$ cat config.mk
export PLATFORM = sky130hd
export DESIGN_NAME = alu_operand_loader
export DESIGN_NICKNAME = d
export VERILOG_FILES = /design/src/rtl/alu_operand_loader.sv
export SDC_FILE = /design/constraint.sdc
export NUM_CORES = 1
export LEC_CHECK = 0
export BUFFER_PORTS_ARGS = -buffer_cell sky130_fd_sc_hd__buf_4
export CAP_MARGIN = 20
export CORE_MARGIN = 4
export CORE_UTILIZATION = 59
export CTS_BUF_LIST = sky130_fd_sc_hd__clkbuf_4
export DETAILED_ROUTE_END_ITERATION = 12
export HOLD_SLACK_MARGIN = 0.12
export PLACE_DENSITY = 0.82
export SETUP_SLACK_MARGIN = 0.5
export SYNTH_ARGS = -nofsm -noshare
export SYNTH_HDL_FRONTEND = slang
export SYNTH_SLANG_ARGS = --single-unit
$ cat constraint.sdc
create_clock -name clk -period 2.1 [get_ports clk]
set_input_delay 0.315 -clock clk [delete_from_list [all_inputs] [get_ports clk]]
set_output_delay 0.315 -clock clk [all_outputs]
set_load 0.1 [all_outputs]
$ cat src/rtl/alu_operand_loader.sv
// Operand-entry stage for the 4-bit ALU: debounced push-button steps a three-state
// sequencer that latches operand A, operand B and Cin from the board switches.
module alu_operand_loader #(
    parameter int N          = 4,
    parameter int DEB_CYCLES = 1000000
) (
    input  logic         clk,
    input  logic         rst_n,
    input  logic [N-1:0] sw,
    input  logic         btn_raw,
    input  logic         cin_sw,
    output logic [N-1:0] A,
    output logic [N-1:0] B,
    output logic         Cin,
    output logic         valid,
    output logic [1:0]   stage
);

    localparam int CW = $clog2(DEB_CYCLES + 1);
    localparam logic [CW-1:0] DEB_LAST = CW'(DEB_CYCLES - 1);

    typedef enum logic [1:0] {
        ST_LOAD_A  = 2'b00,
        ST_LOAD_B  = 2'b01,
        ST_READY   = 2'b10,
        ST_ILLEGAL = 2'b11
    } state_t;

    // Handshake: press_q is a single-cycle strobe; the sequencer acts on it
    // unconditionally on the edge where it is high (no back-pressure exists).

    logic          sync1_q;
    logic          btn_s_q;
    logic          stable_q, stable_d;
    logic [CW-1:0] cnt_q, cnt_d;
    logic          stable_dly_q;
    logic          press_q;

    state_t        state_q, state_d;
    logic [N-1:0]  a_q, a_d;
    logic [N-1:0]  b_q, b_d;
    logic          cin_q, cin_d;

    // Debounce: count the cycles btn_s disagrees with the accepted level;
    // any agreement restarts the count, so short glitches never flip it.
    always_comb begin
        stable_d = stable_q;
        cnt_d    = '0;
        if (btn_s_q != stable_q) begin
            if (cnt_q == DEB_LAST) begin
                stable_d = btn_s_q;
                cnt_d    = '0;
            end else begin
                cnt_d = cnt_q + CW'(1);
            end
        end
    end

    always_ff @(posedge clk or negedge rst_n) begin
        if (!rst_n) begin
            sync1_q      <= 1'b0;
            btn_s_q      <= 1'b0;
            stable_q     <= 1'b0;
            cnt_q        <= '0;
            stable_dly_q <= 1'b0;
            press_q      <= 1'b0;
        end else begin
            sync1_q      <= btn_raw;
            btn_s_q      <= sync1_q;
            stable_q     <= stable_d;
            cnt_q        <= cnt_d;
            stable_dly_q <= stable_q;
            press_q      <= stable_q & ~stable_dly_q;
        end
    end

    always_comb begin
        state_d = state_q;
        a_d     = a_q;
        b_d     = b_q;
        cin_d   = cin_q;
        case (state_q)
            ST_LOAD_A: begin
                if (press_q) begin
                    a_d     = sw;
                    state_d = ST_LOAD_B;
                end
            end
            ST_LOAD_B: begin
                if (press_q) begin
                    b_d     = sw;
                    cin_d   = cin_sw;
                    state_d = ST_READY;
                end
            end
            ST_READY: begin
                // Reloading A reopens the set, so valid drops until B is re-entered.
                if (press_q) begin
                    a_d     = sw;
                    state_d = ST_LOAD_B;
                end
            end
            default: begin
                state_d = ST_LOAD_A;
                a_d     = '0;
                b_d     = '0;
                cin_d   = 1'b0;
            end
        endcase
    end

    always_ff @(posedge clk or negedge rst_n) begin
        if (!rst_n) begin
            state_q <= ST_LOAD_A;
            a_q     <= '0;
            b_q     <= '0;
            cin_q   <= 1'b0;
        end else begin
            state_q <= state_d;
            a_q     <= a_d;
            b_q     <= b_d;
            cin_q   <= cin_d;
        end
    end

    assign A     = a_q;
    assign B     = b_q;
    assign Cin   = cin_q;
    assign valid = (state_q == ST_READY);
    assign stage = state_q;

endmodule

==> out/metrics.cfg <==
[power_and_ir_drop]
clkPwrFrac_pct = 40.0
peakVddDrop_mv = 0.670
p_per_area_mw_per_mm2 = 546
p_int_mw = 0.989
p_sw_mw = 0.321
fin_total_pwr_mw = 1.31
swShare_pct = 24.5
seq_power_share_pct = 53.8
combPwrFrac_pct = 6.2
p_leak_nw = 1.03

[clocking]
numClockSinks = 36
clkTransAtPathRegs_ns = 0.13
cts.path.max_buffers = 2
htree_levels = 2
cts_tree = done
cts_root_buf = clkbuf_4
clock_latency_ns = 0.37
cts_buffers = 5

[critical_path]
cp.required_ns = 2.39
worstSetupPathType = reg -> reg
r2r-start = cnt_q[11]
startpoint_type = flop
crit_slowest_cell = or4_4
path_max_fanout = 4
arrival_ns = 2.07
path_cells = nand2_1, or4_4, or3_1, a21oi_1
worstRegToRegCells = 4
slowest_delay_ns = 0.57
ff2ff_setup_slack_ns = 0.32
cp-end-kind = flop
rr_endpoint = cnt_q[14]

[flow_run]
cap_violations = 0

[global_route]
grt_pass1_vias = 1473
grt_usage_pct = 26.2
grt_max_degree = 37
antenna_found_initial = 0
grt_pass1_wl_mm = 7.00
gr-total-overflow = 0

[detailed_routing]
drc = 0
drt_iter0_drc = 130
drt_wl_total_mm = 5.14
drt-pass1-iter-count = 4
viasPerCell = 6.38
route.detailed.wl_per_inst_microns = 20.4
postRouteAntennaNets = 0
vias = 1607

[logic_synthesis]
syn_area_sq_mm = 0.00167
ys_warn_count = 0
syn_avg_cell_area_sq_um = 10.0
synth_edf_count = 0
synth_nets = 176
synth_ff_type = dfrtp_1
ys_ff_latch = 36
yosysSeqAreaShare_pct = 53.9
synthArstFlopShare_pct = 100
syn_inst = 167
synth_cell_types = 30

[worst_hold_path]
hold_path_class = in -> reg
holdPathEnd = A[0]
worstHoldStart = sw[0]
min_path_cells = 3

[cells_and_area]
layout.nets = 229
drive_gt1_share_pct = 45.2
final_cells = 252
n_antenna_cell = 0
area_delta_synth_final_pct = 43.5
final_util_pct = 87.7

[floorplan]
ioPinCount = 20
core-area_sq_mm = 0.00273
initial_core_util_pct = 61.1
die-area_sq_mm = 0.00375
fp.dieH_microns = 61.2
rows = 19
die_x_microns = 61.2

[sta]
clock_skew_ns = 0.0150
rsz0062_at_grt = yes
maxClockFrequency_mhz = 561
period_share_pct = 84.8
finalSetupViolCount = 0
period_minus_slack_ns = 1.78
worstMarginPinSlew_ns = 0.450
maxSlewHeadroom_pct = 70.0
worst_hold_slack_ns = 0.264
final.setup.tns_ns = 0
final_hold_viol_count = 0
slew_violations = 0

[place]
numPortBuffers = 19
dp.cells = 213
hpwl_mm = 2.39
gp_congestion = 0.800

[outcome]
status = finished, final reports clean

[worst max-delay path by stage]
stage               from        end  slack [ns]  depth (start not counted)
6_report       cnt_q[11]  cnt_q[14]        0.32                          4
5_1_grt         cnt_q[0]  cnt_q[11]        0.27                          6
4_1_cts         cnt_q[5]  cnt_q[14]        0.49                          4
3_5_place_dp    cnt_q[0]   stable_q        0.36                          5
3_3_place_gp    cnt_q[0]  cnt_q[14]        0.44                          5
2_1_floorplan   cnt_q[0]  cnt_q[10]        0.44                          6
[layout make-up]
class | count | area (sq um)
clock buffers | 5 | 37.5
clock inverters | 3 | 46.3
fillers | 120 | 337
inverters | 9 | 33.8
multi-input cells | 117 | 917
flip-flops and latches | 36 | 913
well taps | 31 | 38.8
repair buffers | 51 | 410
[state kept, by name, indices dropped and copies added (netlist names)]
signal        count
A                 4
B                 4
Cin               1
btn_s_q           1
cnt_q            20
press_q           1
stable_dly_q      1
stable_q          1
stage             2
sync1_q           1
[synthesized netlist by cell type (3+ instances only)]
master    number  area, sq um
a21oi_1       11         55.1
and3_1         7         43.8
clkbuf_1       5         18.8
dfrtp_1       36          901
inv_1          9         33.8
mux2i_1        4         40.0
nand2_1       13         48.8
nand3_1        8         40.0
nand4_1        3         18.8
nor2_1        16         60.1
nor2b_1        3         18.8
nor3_1         4         20.0
nor4_1         3         18.8
o21ai_0        9         45.0
o22ai_1        5         31.3
xnor2_1        7         61.3
xor2_1         6         52.6
[cells by family (layout without fill, tap and decap cells)]
logic type / Yosys count / in the layout / share of synthesized area, %
xor+xnor: 13 / 13 / 6.82
buf+inv: 14 / 68 / 3.15
compound gates: 29 / 29 / 9.81
simple gates: 69 / 69 / 22.5
flops: 36 / 36 / 53.9
mux: 5 / 5 / 3.07
fa+ha+maj: 1 / 1 / 0.749
[repair_timing]
| item | in CTS | in global routing |
|---|---|---|
| gates cloned | 2 | 1 |
| pin swaps | 7 | 13 |
| hold buffers | 2 | 0 |
| buffers inserted | 16 | 10 |
| setup endpoints to repair | 22 | 22 |
| gates resized for setup | 20 | 40 |
| hold endpoints to repair | 37 | 0 |
[cell usage in the layout (no fill, tap or decap), drive strengths merged, types with 2 or more instances in the layout]
master	count
buf	49
dfrtp	36
nor2	16
nand2	13
a21oi	11
inv	10
o21ai	9
nand3	8
and3	7
xnor2	7
xor2	6
o22ai	5
clkbuf	5
nand4	5
mux2i	4
nor3	4
nor4	3
or3	3
nor2b	3
nand4b	2
dlygate4sd3	2
o31ai	2
or4	2
[power groups by stage]
stage	Sequential, mW	Clock [mW]	Combinational [mW]
6_report	0.705	0.524	0.0812
3_3_place_gp	0.718	0	0.0412
5_1_grt	0.706	0.561	0.0857
2_1_floorplan	0.717	0	0.0143
4_1_cts	0.704	0.511	0.0586
3_5_place_dp	0.719	0	0.0424
[critical path: cells and delay by family, from the launching register on]
kind	cells	cell delay (ns)
and+or+nand+nor	3	1.05
DFF	1	0.46
AOI/OAI and AO/OA	1	0.18
[metal layers]
layer | GRT usage, % | routed length (microns)
met1 | 29.7 | 1770
met2 | 44.0 | 2550
met3 | 8.39 | 502
met4 | 14.2 | 313
met5 | 0 | 0
[metrics by stage]
step                      instance area [sq um]  setup WS (ns)
final                                      2400          0.319
after global routing                       2400          0.274
after CTS                                  2160          0.487
after detailed placement                   1860          0.363
after global placement                     1860          0.436
after floorplan                            1690          0.445
Power figures use the tool's default switching activity.
